--- config.mk ---
export PLATFORM = sky130hd
export DESIGN_NAME = mc_control_unit_flat
export DESIGN_NICKNAME = d
export VERILOG_FILES = /design/src/rtl/mc_control_unit_pkg.sv /design/src/rtl/mc_control_unit_if.sv /design/src/rtl/mc_ctrl_decoder.sv /design/src/rtl/mc_control_unit.sv /design/src/flat_wrapper.sv
export SDC_FILE = /design/constraint.sdc
export NUM_CORES = 1
export LEC_CHECK = 0
export CORE_ASPECT_RATIO = 0.7
export CORE_MARGIN = 4
export CORE_UTILIZATION = 35
export CTS_BUF_LIST = sky130_fd_sc_hd__clkbuf_4
export CTS_CLUSTER_DIAMETER = 100
export DETAILED_ROUTE_END_ITERATION = 6
export GPL_TIMING_DRIVEN = 0
export PLACE_DENSITY_LB_ADDON = 0.2
export SLEW_MARGIN = 20
export SYNTH_ARGS = -nofsm -noshare
export SYNTH_HDL_FRONTEND = slang
export SYNTH_SLANG_ARGS = --single-unit
--- constraint.sdc ---
create_clock -name clk -period 3.9 [get_ports clk]
set_input_delay 1.17 -clock clk [delete_from_list [all_inputs] [get_ports clk]]
set_output_delay 1.17 -clock clk [all_outputs]
set_load 0.005 [all_outputs]
--- src/rtl/mc_control_unit_pkg.sv ---
// =============================================================================
// mc_control_unit_pkg: opcode/ALU constants, class/state enums, control bundle
// Revision 1.0
// =============================================================================
`default_nettype none

package mc_control_unit_pkg;

  localparam logic [6:0] OP_R  = 7'b0110011;
  localparam logic [6:0] OP_I  = 7'b0010011;
  localparam logic [6:0] OP_L  = 7'b0000011;
  localparam logic [6:0] OP_S  = 7'b0100011;
  localparam logic [6:0] OP_B  = 7'b1100011;
  localparam logic [6:0] OP_LU = 7'b0110111;
  localparam logic [6:0] OP_AU = 7'b0010111;
  localparam logic [6:0] OP_J  = 7'b1101111;
  localparam logic [6:0] OP_JL = 7'b1100111;

  localparam logic [3:0] ALU_ADD = 4'b0000;

  typedef enum logic [2:0] {
    RFWD_ALU   = 3'd0,
    RFWD_MEM   = 3'd1,
    RFWD_IMM   = 3'd2,
    RFWD_PCIMM = 3'd3,
    RFWD_PC4   = 3'd4
  } rfwd_sel_e;

  typedef enum logic [2:0] {
    FETCH   = 3'd0,
    DECODE  = 3'd1,
    EXECUTE = 3'd2,
    MEM     = 3'd3,
    WB      = 3'd4,
    HALT    = 3'd5
  } state_e;

  typedef enum logic [3:0] {
    CLS_R   = 4'd0,
    CLS_I   = 4'd1,
    CLS_L   = 4'd2,
    CLS_S   = 4'd3,
    CLS_B   = 4'd4,
    CLS_LU  = 4'd5,
    CLS_AU  = 4'd6,
    CLS_J   = 4'd7,
    CLS_JL  = 4'd8,
    CLS_ILL = 4'd9
  } op_class_e;

  typedef struct packed {
    logic [3:0] alu_ctrl;
    logic       alu_src;
    rfwd_sel_e  rfwd_sel;
    logic       branch;
    logic       jal;
    logic       jalr;
  } ctrl_t;

  function automatic op_class_e classify(input logic [6:0] opcode);
    op_class_e cls;
    case (opcode)
      OP_R:    cls = CLS_R;
      OP_I:    cls = CLS_I;
      OP_L:    cls = CLS_L;
      OP_S:    cls = CLS_S;
      OP_B:    cls = CLS_B;
      OP_LU:   cls = CLS_LU;
      OP_AU:   cls = CLS_AU;
      OP_J:    cls = CLS_J;
      OP_JL:   cls = CLS_JL;
      default: cls = CLS_ILL;
    endcase
    return cls;
  endfunction

endpackage

`default_nettype wire

--- src/rtl/mc_control_unit_if.sv ---
// =============================================================================
// mc_control_unit_if: instruction/data-ready inputs and datapath control strobes
// Revision 1.0
// =============================================================================
`default_nettype none

interface mc_control_unit_if #(
  parameter int RETIRE_W = 32
);
  logic [31:0]         instrCode;
  logic                dataReady;
  logic                regFileWe;
  logic [3:0]          aluControl;
  logic                aluSrcMuxSel;
  logic [2:0]          RFWDSrcMuxSel;
  logic                branch;
  logic                jal;
  logic                jalr;
  logic                PCEn;
  logic                dataWe;
  logic                halt;
  logic [RETIRE_W-1:0] retireCount;

  modport master (
    input  instrCode, dataReady,
    output regFileWe, aluControl, aluSrcMuxSel, RFWDSrcMuxSel,
           branch, jal, jalr, PCEn, dataWe, halt, retireCount
  );

  modport slave (
    output instrCode, dataReady,
    input  regFileWe, aluControl, aluSrcMuxSel, RFWDSrcMuxSel,
           branch, jal, jalr, PCEn, dataWe, halt, retireCount
  );
endinterface

`default_nettype wire

--- src/rtl/mc_ctrl_decoder.sv ---
// =============================================================================
// mc_ctrl_decoder: maps {opcode class, func3, instr[30]} to the control bundle
// Revision 1.0
// =============================================================================
`default_nettype none

module mc_ctrl_decoder
  import mc_control_unit_pkg::*;
(
  input  op_class_e  op_class,
  input  logic [2:0] func3,
  input  logic       instr30,
  output ctrl_t      ctrl
);

  always_comb begin
    ctrl          = '0;
    ctrl.alu_ctrl = ALU_ADD;
    ctrl.rfwd_sel = RFWD_ALU;
    case (op_class)
      CLS_R: ctrl.alu_ctrl = {instr30, func3};
      CLS_I: begin
        // Only the shift-right group uses bit 30 to pick arithmetic vs logical.
        ctrl.alu_ctrl = {(func3 == 3'b101) ? instr30 : 1'b0, func3};
        ctrl.alu_src  = 1'b1;
      end
      CLS_L: begin
        ctrl.alu_src  = 1'b1;
        ctrl.rfwd_sel = RFWD_MEM;
      end
      CLS_S:  ctrl.alu_src = 1'b1;
      CLS_B: begin
        ctrl.alu_ctrl = {1'b0, func3};
        ctrl.branch   = 1'b1;
      end
      CLS_LU: begin
        ctrl.alu_src  = 1'b1;
        ctrl.rfwd_sel = RFWD_IMM;
      end
      CLS_AU: begin
        ctrl.alu_src  = 1'b1;
        ctrl.rfwd_sel = RFWD_PCIMM;
      end
      CLS_J: begin
        ctrl.jal      = 1'b1;
        ctrl.rfwd_sel = RFWD_PC4;
      end
      CLS_JL: begin
        ctrl.alu_src  = 1'b1;
        ctrl.jal      = 1'b1;
        ctrl.jalr     = 1'b1;
        ctrl.rfwd_sel = RFWD_PC4;
      end
      default: ;
    endcase
  end

endmodule

`default_nettype wire

--- src/rtl/mc_control_unit.sv ---
// =============================================================================
// mc_control_unit: multi-cycle RV32I sequencing FSM with halt and retire count
// Revision 1.0
// =============================================================================
`default_nettype none

module mc_control_unit
  import mc_control_unit_pkg::*;
#(
  parameter int RETIRE_W = 32
) (
  input  logic              clk,
  input  logic              reset,
  mc_control_unit_if.master bus
);

  state_e              state;
  state_e              next_state;
  op_class_e           op_class;
  op_class_e           decode_class;
  logic [2:0]          func3;
  logic                instr30;
  ctrl_t               ctrl;
  logic [RETIRE_W-1:0] retire_count;

  logic       hold_ctrl;
  logic       reg_file_we;
  logic [2:0] rfwd_sel;
  logic       pc_en;
  logic       data_we;
  logic       halt;
  logic       is_store;
  logic       is_mem_op;
  logic       unused_instr_bits;

  assign decode_class      = classify(bus.instrCode[6:0]);
  assign is_store          = (op_class == CLS_S);
  assign is_mem_op         = (op_class == CLS_L) || is_store;
  assign unused_instr_bits = ^{bus.instrCode[31], bus.instrCode[29:15], bus.instrCode[11:7]};

  mc_ctrl_decoder u_decoder (
    .op_class (op_class),
    .func3    (func3),
    .instr30  (instr30),
    .ctrl     (ctrl)
  );

  always_ff @(posedge clk) begin
    if (!reset) begin
      state    <= FETCH;
      op_class <= CLS_ILL;
      func3    <= 3'b000;
      instr30  <= 1'b0;
    end else begin
      state <= next_state;
      if (state == DECODE) begin
        op_class <= decode_class;
        func3    <= bus.instrCode[14:12];
        instr30  <= bus.instrCode[30];
      end
    end
  end

  always_ff @(posedge clk) begin
    if (!reset) begin
      retire_count <= '0;
    end else if (pc_en) begin
      retire_count <= retire_count + RETIRE_W'(1);
    end
  end

  always_comb begin
    next_state  = state;
    hold_ctrl   = 1'b0;
    reg_file_we = 1'b0;
    rfwd_sel    = RFWD_ALU;
    pc_en       = 1'b0;
    data_we     = 1'b0;
    halt        = 1'b0;
    case (state)
      FETCH:   next_state = DECODE;
      DECODE:  next_state = (decode_class == CLS_ILL) ? HALT : EXECUTE;
      EXECUTE: begin
        hold_ctrl  = 1'b1;
        next_state = is_mem_op ? MEM : WB;
      end
      MEM: begin
        hold_ctrl = 1'b1;
        data_we   = is_store;
        // The only Mealy path: a store commits in the same cycle memory accepts it.
        if (bus.dataReady) begin
          pc_en      = is_store;
          next_state = is_store ? FETCH : WB;
        end
      end
      WB: begin
        hold_ctrl   = 1'b1;
        rfwd_sel    = ctrl.rfwd_sel;
        reg_file_we = (op_class != CLS_B) && !is_store;
        pc_en       = 1'b1;
        next_state  = FETCH;
      end
      HALT:    halt = 1'b1;
      default: next_state = FETCH;
    endcase
  end

  assign bus.regFileWe     = reg_file_we;
  assign bus.aluControl    = hold_ctrl ? ctrl.alu_ctrl : 4'b0000;
  assign bus.aluSrcMuxSel  = hold_ctrl & ctrl.alu_src;
  assign bus.RFWDSrcMuxSel = rfwd_sel;
  assign bus.branch        = hold_ctrl & ctrl.branch;
  assign bus.jal           = hold_ctrl & ctrl.jal;
  assign bus.jalr          = hold_ctrl & ctrl.jalr;
  assign bus.PCEn          = pc_en;
  assign bus.dataWe        = data_we;
  assign bus.halt          = halt;
  assign bus.retireCount   = retire_count;

endmodule

`default_nettype wire

--- src/flat_wrapper.sv ---
// flat-port wrapper written by rule: the top's interface ports become plain ports
module mc_control_unit_flat import mc_control_unit_pkg::*;
#(
  parameter int RETIRE_W = 32
)
  (clk, reset, bus_instrCode, bus_dataReady, bus_regFileWe, bus_aluControl, bus_aluSrcMuxSel, bus_RFWDSrcMuxSel, bus_branch, bus_jal, bus_jalr, bus_PCEn, bus_dataWe, bus_halt, bus_retireCount);
  mc_control_unit_if #(.RETIRE_W(RETIRE_W)) bus_i ();
  input  logic clk;
  input  logic reset;
  input wire logic [$bits(bus_i.instrCode)-1:0] bus_instrCode;
  input wire logic [$bits(bus_i.dataReady)-1:0] bus_dataReady;
  output wire logic [$bits(bus_i.regFileWe)-1:0] bus_regFileWe;
  output wire logic [$bits(bus_i.aluControl)-1:0] bus_aluControl;
  output wire logic [$bits(bus_i.aluSrcMuxSel)-1:0] bus_aluSrcMuxSel;
  output wire logic [$bits(bus_i.RFWDSrcMuxSel)-1:0] bus_RFWDSrcMuxSel;
  output wire logic [$bits(bus_i.branch)-1:0] bus_branch;
  output wire logic [$bits(bus_i.jal)-1:0] bus_jal;
  output wire logic [$bits(bus_i.jalr)-1:0] bus_jalr;
  output wire logic [$bits(bus_i.PCEn)-1:0] bus_PCEn;
  output wire logic [$bits(bus_i.dataWe)-1:0] bus_dataWe;
  output wire logic [$bits(bus_i.halt)-1:0] bus_halt;
  output wire logic [$bits(bus_i.retireCount)-1:0] bus_retireCount;
  assign bus_i.instrCode = bus_instrCode;
  assign bus_i.dataReady = bus_dataReady;
  assign bus_regFileWe = bus_i.regFileWe;
  assign bus_aluControl = bus_i.aluControl;
  assign bus_aluSrcMuxSel = bus_i.aluSrcMuxSel;
  assign bus_RFWDSrcMuxSel = bus_i.RFWDSrcMuxSel;
  assign bus_branch = bus_i.branch;
  assign bus_jal = bus_i.jal;
  assign bus_jalr = bus_i.jalr;
  assign bus_PCEn = bus_i.PCEn;
  assign bus_dataWe = bus_i.dataWe;
  assign bus_halt = bus_i.halt;
  assign bus_retireCount = bus_i.retireCount;
  mc_control_unit #(.RETIRE_W(RETIRE_W)) u_core (.clk(clk), .reset(reset), .bus(bus_i));
endmodule
After elaboration in Yosys (flattened, before gate mapping)
Index checks and enable logic that the tools add are counted.

Bitwise logic cells: 5. Add/subtract/negate cells: 1. Reduce and logical (&&, ||, !) cells: 9. Equal/unequal tests: 26. Muxes and demuxes: 21.

Operators by type and width (count): 4-bit one-hot mux with 9 select lines (1); 32-bit by 1-bit adder with 32-bit output (second input constant) (1); 7-bit by 6-bit equality test with 1-bit output (second input constant) (3); 7-bit equality test (second input constant) (3); 4-bit by 3-bit equality test with 1-bit output (second input constant) (4); 3-bit 2-to-1 mux (5); 3-bit one-hot mux with 5 select lines (1); 7-bit by 5-bit equality test with 1-bit output (second input constant) (2); 3-bit one-hot mux with 4 select lines (1); 4-bit one-hot mux with 3 select lines (1); 1-bit 2-to-1 mux (10); 3-bit equality test (second input constant) (3); 4-bit by 2-bit equality test with 1-bit output (second input constant) (2); 4-bit equality test (second input constant) (2); 7-bit by 2-bit equality test with 1-bit output (second input constant) (1); 3-bit by 2-bit equality test with 1-bit output (second input constant) (2); 6-bit OR reduction (1); 1-bit bitwise AND (4); 4-bit by 1-bit equality test with 1-bit output (second input constant) (1); 4-bit zero test (1); 4-bit 2-to-1 mux (1); 4-bit by 3-bit inequality test with 1-bit output (second input constant) (1); 3-bit by 1-bit equality test with 1-bit output (second input constant) (1); 3-bit zero test (1); 9 further kinds (9).

Logic and storage cells: 67. Output and inout port bits: 47. Input bits: 35. Bits in registers: 43.

Longest topological paths before layout
Gate-level depths: netlist of the first run.

Word-level depth: 5. Mapped depth: 8.

Cells and area by module
From an unflattened synthesis of the first run, not the netlist that was laid out.

Cell total of the unflattened synthesis: 295. Area total of the unflattened synthesis: 2560.0 um2.

Modules (own cells, without submodules): mc_control_unit (instances 1, cells each 275, area each 2408.6 um2); mc_ctrl_decoder (instances 1, cells each 20, area each 151.4 um2).

Worst setup path before layout of the first run
OpenSTA, ideal clock, no wires.

Kind: input-to-output. Start point: input bus_dataReady. End point: output bus_PCEn. Path buffers: 1. Arrival time: 1.583 ns. Cell stages on the path: 3. Setup slack: 1.147 ns. Path through: a41oi_2 -> inv_2 -> buf_2.

Cells in the longest elaborated chain, start to end: 2.

RTL lines: start: declaration (RTL line flat_wrapper.sv:11) `input wire logic [$bits(bus_i.dataReady)-1:0] bus_dataReady;`; 1-bit 2-to-1 mux (RTL line mc_control_unit.sv:91) `if (bus.dataReady) begin`; 1-bit one-hot mux with 2 select lines (RTL line mc_control_unit.sv:80) `case (state)`; end: declaration (RTL line flat_wrapper.sv:19) `output wire logic [$bits(bus_i.PCEn)-1:0] bus_PCEn;`.

Every way passes these cells.

Final worst setup path of the first run
Ends and elaborated chain as after synthesis.

==> impl_metrics.json, run 1 <==
{
  "power_frac_seq_pct": 50.8,
  "die-area_sq_um": 8100,
  "p_sw_w": 0.000269,
  "fp.dieH_microns": 76.5,
  "powerDensity_nw_per_um2": 299,
  "die_width_microns": 106,
  "crit_fanout": 7,
  "synthCells": 295,
  "detail_route.iter0.violations": 142,
  "synth_area_sq_um": 2350,
  "grt_pass1_vias": 2044,
  "io_buffers": 56,
  "synthArstFlopShare_pct": 0,
  "final_hold_viol_count": 0,
  "hold_buffers": 0,
  "cp.arrival_ns": 2.61,
  "seq_area_frac_synth_pct": 36.7,
  "hold_path_class": "flop to flop",
  "ios": 82,
  "yosysWarnings": 0,
  "crit_path_start_kind": "input pin",
  "place_inst": 442,
  "clk_pin_slew_ns": 0.13,
  "final_common_cell": "clkdlybuf4s50_1",
  "cts_tree": "built",
  "synth_top_area_cell": "dfxtp_1",
  "pwr-share-comb_pct": 18.5,
  "fin_cells": 452,
  "finalSetupViolations": 0,
  "synth.top_cell.area_share_pct": 36.7,
  "clock_power_share_pct": 30.7,
  "crit_path_end_kind": "output port",
  "vias_per_cell": 5.04,
  "clk_path_buf_depth": 2,
  "p_sw_share_pct": 28.8,
  "p_int_w": 0.000667,
  "syn_area_per_cell_sq_um": 7.95,
  "track_usage_pct": 14.7,
  "final_nets": 396,
  "rows": 24,
  "final_cell_mix": "clkdlybuf4s50_1, dfxtp_1, nor2_1, nand2_1, o21ai_0",
  "wl_per_cell_microns": 13.4,
  "tightestPinTransition_ns": 0.546,
  "path_class": "input pin to output port",
  "clock-root-buffer": "clkbuf_4",
  "antenna_left": 0,
  "fillers": 650,
  "synth_edf_count": 0,
  "drt_first_pass_iters": 4,
  "cts.sinks": 43,
  "rsz0062_at_grt": "false",
  "status": "finished clean",
  "synth.area.top_cells": "dfxtp_1, nor2_1, o21ai_0",
  "synth_ff_type": "dfxtp_1",
  "synth-seq-cells": 43,
  "period_share_pct": 97.0,
  "grt_overflow": 0,
  "initial_utilization_pct": 36.9,
  "gp_congestion": 0.770,
  "required_ns": 2.73,
  "syn_nets": 331,
  "clk_latency_ns": 0.35,
  "hpwlAfterDp_mm": 4.51,
  "finalCriticalPeriod_ns": 3.78,
  "antenna_found_initial": 0,
  "htreeDepth": 2,
  "slew_headroom_pct": 63.6,
  "via_count": 2276,
  "drc": 0,
  "max_freq_mhz": 264,
  "power.total_w": 0.000936,
  "diodes": 0,
  "power_leakage_nw": 1.03,
  "synth_cell_types": 53,
  "area_delta_synth_final_pct": 33.3,
  "core-area_sq_um": 6370,
  "grt_pass1_wl_mm": 9.87,
  "drv_cap": 0,
  "grt_start_max_net_pins": 15,
  "final_core_util_pct": 49.1,
  "cts_made_buffers": 5,
  "slew_viol_final": 0,
  "postRouteWirelength_mm": 6.07,
  "vdd_drop_max_mv": 0.156,
  "fin_skew_ns": 0.0104,
  "drive_above_1_share_pct": 8.59
}
power groups by stage:
| stage | registers [W] | logic (W) | clock network [W] |
|---|---|---|---|
| floorplan | 0.000479 | 0.000112 | 0 |
| global placement | 0.000484 | 0.000161 | 0 |
| detailed placement | 0.000484 | 0.000164 | 0 |
| CTS | 0.000475 | 0.000163 | 0.000296 |
| global route | 0.000479 | 0.000191 | 0.000314 |
| finish | 0.000475 | 0.000173 | 0.000287 |
timing repair:
item,4_1_cts,5_1_grt
setup buffers,0,3
gates resized for setup,0,3
setup endpoints to repair,1,4
routing by layer:
layer / part of all wire [%] / global-route usage, % / up-vias
met2: 42 / 21.0 / 51
met4: 0.68 / 2.33 / 0
met1: 52 / 21.5 / 1044
met5: 0 / 0 / -
li1: - / - / 1176
met3: 5.6 / 4.91 / 5
sequential cells by signal (all words and copies together) (netlist names):
register and flops:
u_core.bus.retireCount 32, u_core.func3 3, u_core.instr30 1, u_core.op_class 4
u_core.state 3
critical path, cell delays in order:
cell             delay [ns]
clkdlybuf4s50_1        0.56
a41oi_2                0.22
inv_4                  0.14
clkdlybuf4s50_1        0.52
Yosys cell counts, types with 2 or more instances:
master and n:
nor3b_1 2, nor2_1 37, nand3b_1 4, nor2b_1 2, mux2i_1 6, buf_1 2, xnor2_1 9, o21ai_0 21
clkbuf_1 8, nand2_1 23, a211oi_1 2, o21a_1 3, nor3_1 4, and2_1 5, nand2b_1 5, nand4_1 14
or3_1 13, inv_1 8, buf_2 5, dfxtp_1 43, and3_1 5, a31oi_1 2, nand3_1 9, xor2_1 10
inv_2 2, a21oi_1 19, or3b_2 2, nor4_1 4, o31ai_1 2
kinds of logic (layout without fill, tap and decap cells):
logic type	Yosys count	in the layout	synth area share (%)
simple gates	142	142	33.8
compound gates	57	57	14.4
flops	43	43	36.7
buf+inv	27	93	4.96
xor+xnor	19	19	7.09
mux	6	6	2.56
fa+ha+maj	1	1	0.533
stage by stage:
stage               hold slack, ns  setup WS, ns  setup TNS, ns  instance area, sq um
floorplan                    0.459          1.15              0                  2350
global placement             0.453       -0.0669        -0.0669                  3020
detailed placement           0.466       -0.0677        -0.0677                  3020
CTS                          0.484        0.0115              0                  3100
global route                 0.502        0.0642              0                  3130
finish                       0.479         0.117              0                  3130
final timing paths:
path                                 to  slack, ns                        from  depth (start not counted)
min          u_core.bus.retireCount[31]       0.48  u_core.bus.retireCount[31]                          2
max reg2reg  u_core.bus.retireCount[22]       1.73          u_core.op_class[3]                          9
min reg2reg  u_core.bus.retireCount[31]       0.48  u_core.bus.retireCount[31]                          2
max                            bus_PCEn       0.12               bus_dataReady                          4
final cells by class:
class,instances,area (sq um),area share (%)
Inverter,10,40.0,1.28
Sequential cell,43,861,27.5
Buffer,16,73.8,2.36
Multi-Input combinational cell,225,1380,44.0
Tap cell,91,114,3.64
Clock inverter,3,43.8,1.40
Clock buffer,5,37.5,1.20
Timing Repair Buffer,59,583,18.6
No activity file was read; power rests on OpenSTA's default activity.
==> run 2: changes to the inputs <==
CORE_MARGIN = 5   (was 4)
GPL_TIMING_DRIVEN = 1   (was 0)
==> impl_metrics.json, run 2 (same netlist as run 1, synthesis figures left out) <==
{
  "status": "finished clean",
  "grt_overflow": 0,
  "cpMostUsedCell": "clkdlybuf4s50_1",
  "antenna_found_initial": 0,
  "initial_utilization_pct": 35.4,
  "cp.arrival_ns": 2.50,
  "crit_path_start_kind": "input pin",
  "track_usage_pct": 14.7,
  "fin_tns_setup_ns": 0,
  "hp-start": "u_core.bus.retireCount[31]",
  "rows": 25,
  "powerDensity_nw_per_um2": 282,
  "period_share_pct": 94.0,
  "power.total_w": 0.000864,
  "slowest_stage": "clkdlybuf4s50_1",
  "crit_fanout": 4,
  "postRouteWirelength_mm": 6.04,
  "required_ns": 2.73,
  "power_leakage_nw": 0.987,
  "critical_path.cell_chain": "clkdlybuf4s50_1 > a41oi_2 > inv_2 > clkdlybuf4s50_1",
  "finalCriticalPeriod_ns": 3.67,
  "drv_cap": 0,
  "path_class": "input pin to output port",
  "cp-startpoint": "bus_dataReady",
  "grt_pass1_wl_mm": 10.1,
  "fin_hold_ws_ns": 0.472,
  "via_count": 2223,
  "finalSetupViolations": 0,
  "core-area_sq_um": 6630,
  "final_cell_mix": "clkdlybuf4s50_1, dfxtp_1, nor2_1, nand2_1, o21ai_0",
  "grt_start_max_net_pins": 38,
  "final_common_cell": "clkdlybuf4s50_1",
  "clk_path_buf_depth": 2,
  "max_freq_mhz": 273,
  "clk_latency_ns": 0.36,
  "drt_first_pass_iters": 4,
  "ios": 82,
  "wl_per_cell_microns": 13.7,
  "cts_made_buffers": 5,
  "vias_per_cell": 5.03,
  "diodes": 0,
  "cts.sinks": 43,
  "die-area_sq_um": 8470,
  "drive_above_1_share_pct": 6.90,
  "crit_path_end_kind": "output port",
  "cts_tree": "built",
  "cts-resized-gates": 0,
  "hold_path_class": "flop to flop",
  "gp_congestion": 0.806,
  "hold_buffers": 0,
  "largest_reg_flops": 32,
  "io_buffers": 60,
  "detail_route.iter0.violations": 94,
  "htreeDepth": 2,
  "fin_skew_ns": 0.0174,
  "hpwlAfterDp_mm": 4.40,
  "area_delta_synth_final_pct": 30.6,
  "clk_pin_slew_ns": 0.13,
  "die_width_microns": 108,
  "rsz0062_at_grt": "false",
  "final_nets": 383,
  "reg2reg_from": "u_core.op_class[1]",
  "slew_viol_final": 0,
  "cts_setup_buffers": 0,
  "tightestPinTransition_ns": 0.927,
  "clock-root-buffer": "clkbuf_4",
  "fp.dieH_microns": 78.5,
  "final_hold_viol_count": 0,
  "vdd_drop_max_mv": 0.118,
  "antenna_left": 0,
  "grt_pass1_vias": 2039,
  "drc": 0,
  "slew_headroom_pct": 38.0,
  "critPathMaxStageDelay_ns": 0.53
}
==> run 2: layer usage <==
layer | track usage, % | wire length [microns]
met3 | 4.27 | 278
met2 | 19.9 | 2390
met4 | 3.40 | 42
met5 | 0 | 0
met1 | 22.4 | 3320
==> run 2: path summary, 6_finish.rpt <==
path / end / slack (ns) / depth (start not counted)
max: bus_PCEn / 0.23 / 4
min: u_core.bus.retireCount[31] / 0.47 / 2
max reg2reg: u_core.bus.retireCount[24] / 1.47 / 7
min reg2reg: u_core.bus.retireCount[31] / 0.47 / 2
==> run 2: area by class of cell <==
cell class	count	area (sq um)
Multi-Input combinational cell	225	1380
Sequential cell	43	861
Fill cell	689	3570
Clock inverter	2	12.5
Clock buffer	6	45.0
Tap cell	94	118
Timing Repair Buffer	62	616
Inverter	10	37.5
==> run 2: per-stage QoR <==
stage	utilization, %	worst slack [ns]	instances	cell area (sq um)
after global placement	45.2	0.227	434	3000
final	46.2	0.232	442	3060
after floorplan	-	1.15	295	2350
after global routing	46.2	0.132	442	3060
after CTS	46.1	0.0476	442	3060
after detailed placement	45.2	0.234	434	3000
==> run 2: critical path, delay by kind of cell <==
| family | cells | cell delay [ns] |
|---|---|---|
| buffers and inverters | 3 | 1.14 |
| AOI/OAI and AO/OA | 1 | 0.18 |
==> run 2: power breakdown <==
group          internal (W)  leakage, nW  total, W  switching [W]
sequential         0.000457        0.348  0.000488      0.0000312
combinational     0.0000691        0.607  0.000151      0.0000820
clock             0.0000767       0.0317  0.000225       0.000149
total              0.000603        0.987  0.000864       0.000262
==> run 3: changes to the inputs <==
CORE_MARGIN = not set   (was 5)
==> impl_metrics.json, run 3 (same netlist as run 1, synthesis figures left out) <==
{
  "final_cell_mix": "clkdlybuf4s50_1, dfxtp_1, nor2_1, nand2_1, o21ai_0",
  "track_usage_pct": 16.9,
  "drv_cap": 0,
  "drive_above_1_share_pct": 6.90,
  "crit_fanout": 4,
  "critical_path.cell_chain": "clkdlybuf4s50_1 > a41oi_2 > inv_2 > clkdlybuf4s50_1",
  "drc": 0,
  "grt_start_max_net_pins": 38,
  "largest_reg_flops": 32,
  "core-area_sq_um": 6340,
  "cpMostUsedCell": "clkdlybuf4s50_1",
  "cts_made_buffers": 5,
  "clk_path_buf_depth": 2,
  "vdd_drop_max_mv": 0.115,
  "rsz0062_at_grt": "false",
  "vias_per_cell": 4.98,
  "clk_pin_slew_ns": 0.13,
  "io_buffers": 60,
  "via_count": 2186,
  "powerDensity_nw_per_um2": 278,
  "clk_latency_ns": 0.35,
  "slowest_stage": "clkdlybuf4s50_1",
  "grt_pass1_vias": 1917,
  "cts_tree": "built",
  "required_ns": 2.73,
  "period_share_pct": 94.7,
  "path_class": "input pin to output port",
  "grt_pass1_wl_mm": 9.33,
  "diodes": 0,
  "antenna_found_initial": 0,
  "wl_met2_mm": 2.20,
  "slew_headroom_pct": 37.8,
  "tightestPinTransition_ns": 0.929,
  "drt_first_pass_iters": 6,
  "final_common_cell": "clkdlybuf4s50_1",
  "hpwlAfterDp_mm": 4.02,
  "clock-root-buffer": "clkbuf_4",
  "crit_path_start_kind": "input pin",
  "rows": 24,
  "htreeDepth": 2,
  "gp_congestion": 0.829,
  "detail_route.iter0.violations": 120,
  "power_leakage_nw": 0.990,
  "grt_overflow": 0,
  "slew_viol_final": 0,
  "finalCriticalPeriod_ns": 3.69,
  "fin_skew_ns": 0.0136,
  "postRouteWirelength_mm": 5.71,
  "ios": 82,
  "final_core_util_pct": 48.2,
  "initial_utilization_pct": 37.0,
  "final_nets": 383,
  "area_delta_synth_final_pct": 30.2,
  "crit_path_end_kind": "output port",
  "hold_buffers": 0,
  "antenna_left": 0,
  "die-area_sq_um": 7040,
  "final_hold_viol_count": 0,
  "finalSetupViolations": 0,
  "status": "finished clean",
  "fin_tns_setup_ns": 0,
  "critPathMaxStageDelay_ns": 0.54,
  "cp.arrival_ns": 2.52,
  "met1_length_mm": 3.14,
  "met3_length_microns": 310,
  "fp.dieH_microns": 70.5,
  "wl_per_cell_microns": 13.0,
  "highest_layer": "met4",
  "hold_path_class": "flop to flop",
  "cts.sinks": 43,
  "max_freq_mhz": 271,
  "die_width_microns": 99.9
}
[run 3: changes by cell type in the layout (fill, tap and decap cells not counted)]
cell,before,now
clkbuf_4,6,5
clkinv_2,1,3
clkinvlp_4,1,0
[run 3: metal layers]
metal	up-vias	track usage, %
met5	-	0
met4	0	5.88
met3	4	4.20
met2	47	22.8
met1	981	25.5
li1	1154	-
[run 3: report_power, final]
group          internal (W)  switching [W]  leakage, nW
Clock             0.0000673       0.000144       0.0347
Combinational     0.0000691      0.0000806        0.607
Sequential         0.000457      0.0000319        0.348
Total              0.000593       0.000257        0.990
[run 3: worst paths after layout]
| kind | from | end | slack, ns | cells past startpoint |
|---|---|---|---|---|
| setup / recovery | bus_dataReady | bus_PCEn | 0.21 | 4 |
| hold / removal | u_core.bus.retireCount[31] | u_core.bus.retireCount[31] | 0.48 | 2 |
| setup reg to reg | u_core.op_class[1] | u_core.bus.retireCount[26] | 1.47 | 7 |
| hold reg to reg | u_core.bus.retireCount[31] | u_core.bus.retireCount[31] | 0.48 | 2 |
[run 3: critical path: cells and delay by family]
| kind | cells | cell delay (ns) |
|---|---|---|
| buffers and inverters | 3 | 1.17 |
| AOI/OAI and AO/OA | 1 | 0.18 |
[run 3: per-stage QoR]
stage | power [W] | cell area, sq um | hold slack, ns | setup slack (ns) | cells
2_1_floorplan | 0.000591 | 2350 | 0.459 | 1.15 | 295
3_3_place_gp | 0.000644 | 3000 | 0.460 | 0.238 | 431
3_5_place_dp | 0.000644 | 3000 | 0.462 | 0.228 | 431
4_1_cts | 0.000860 | 3050 | 0.481 | 0.0762 | 439
5_1_grt | 0.000905 | 3060 | 0.517 | 0.122 | 439
6_report | 0.000850 | 3060 | 0.475 | 0.206 | 439
[run 3: timing repair]
action                                  4_1_cts  5_1_grt
resized for setup                             0        2
setup buffers                                 0        0
endpoints found under the setup margin        0        3
[run 3: final cells by class]
cell class,count,area (sq um)
clock buffers,5,37.5
clock inverters,3,15.0
fillers,603,3280
inverters,10,37.5
multi-input cells,225,1380
flip-flops and latches,43,861
well taps,91,114
repair buffers,62,616
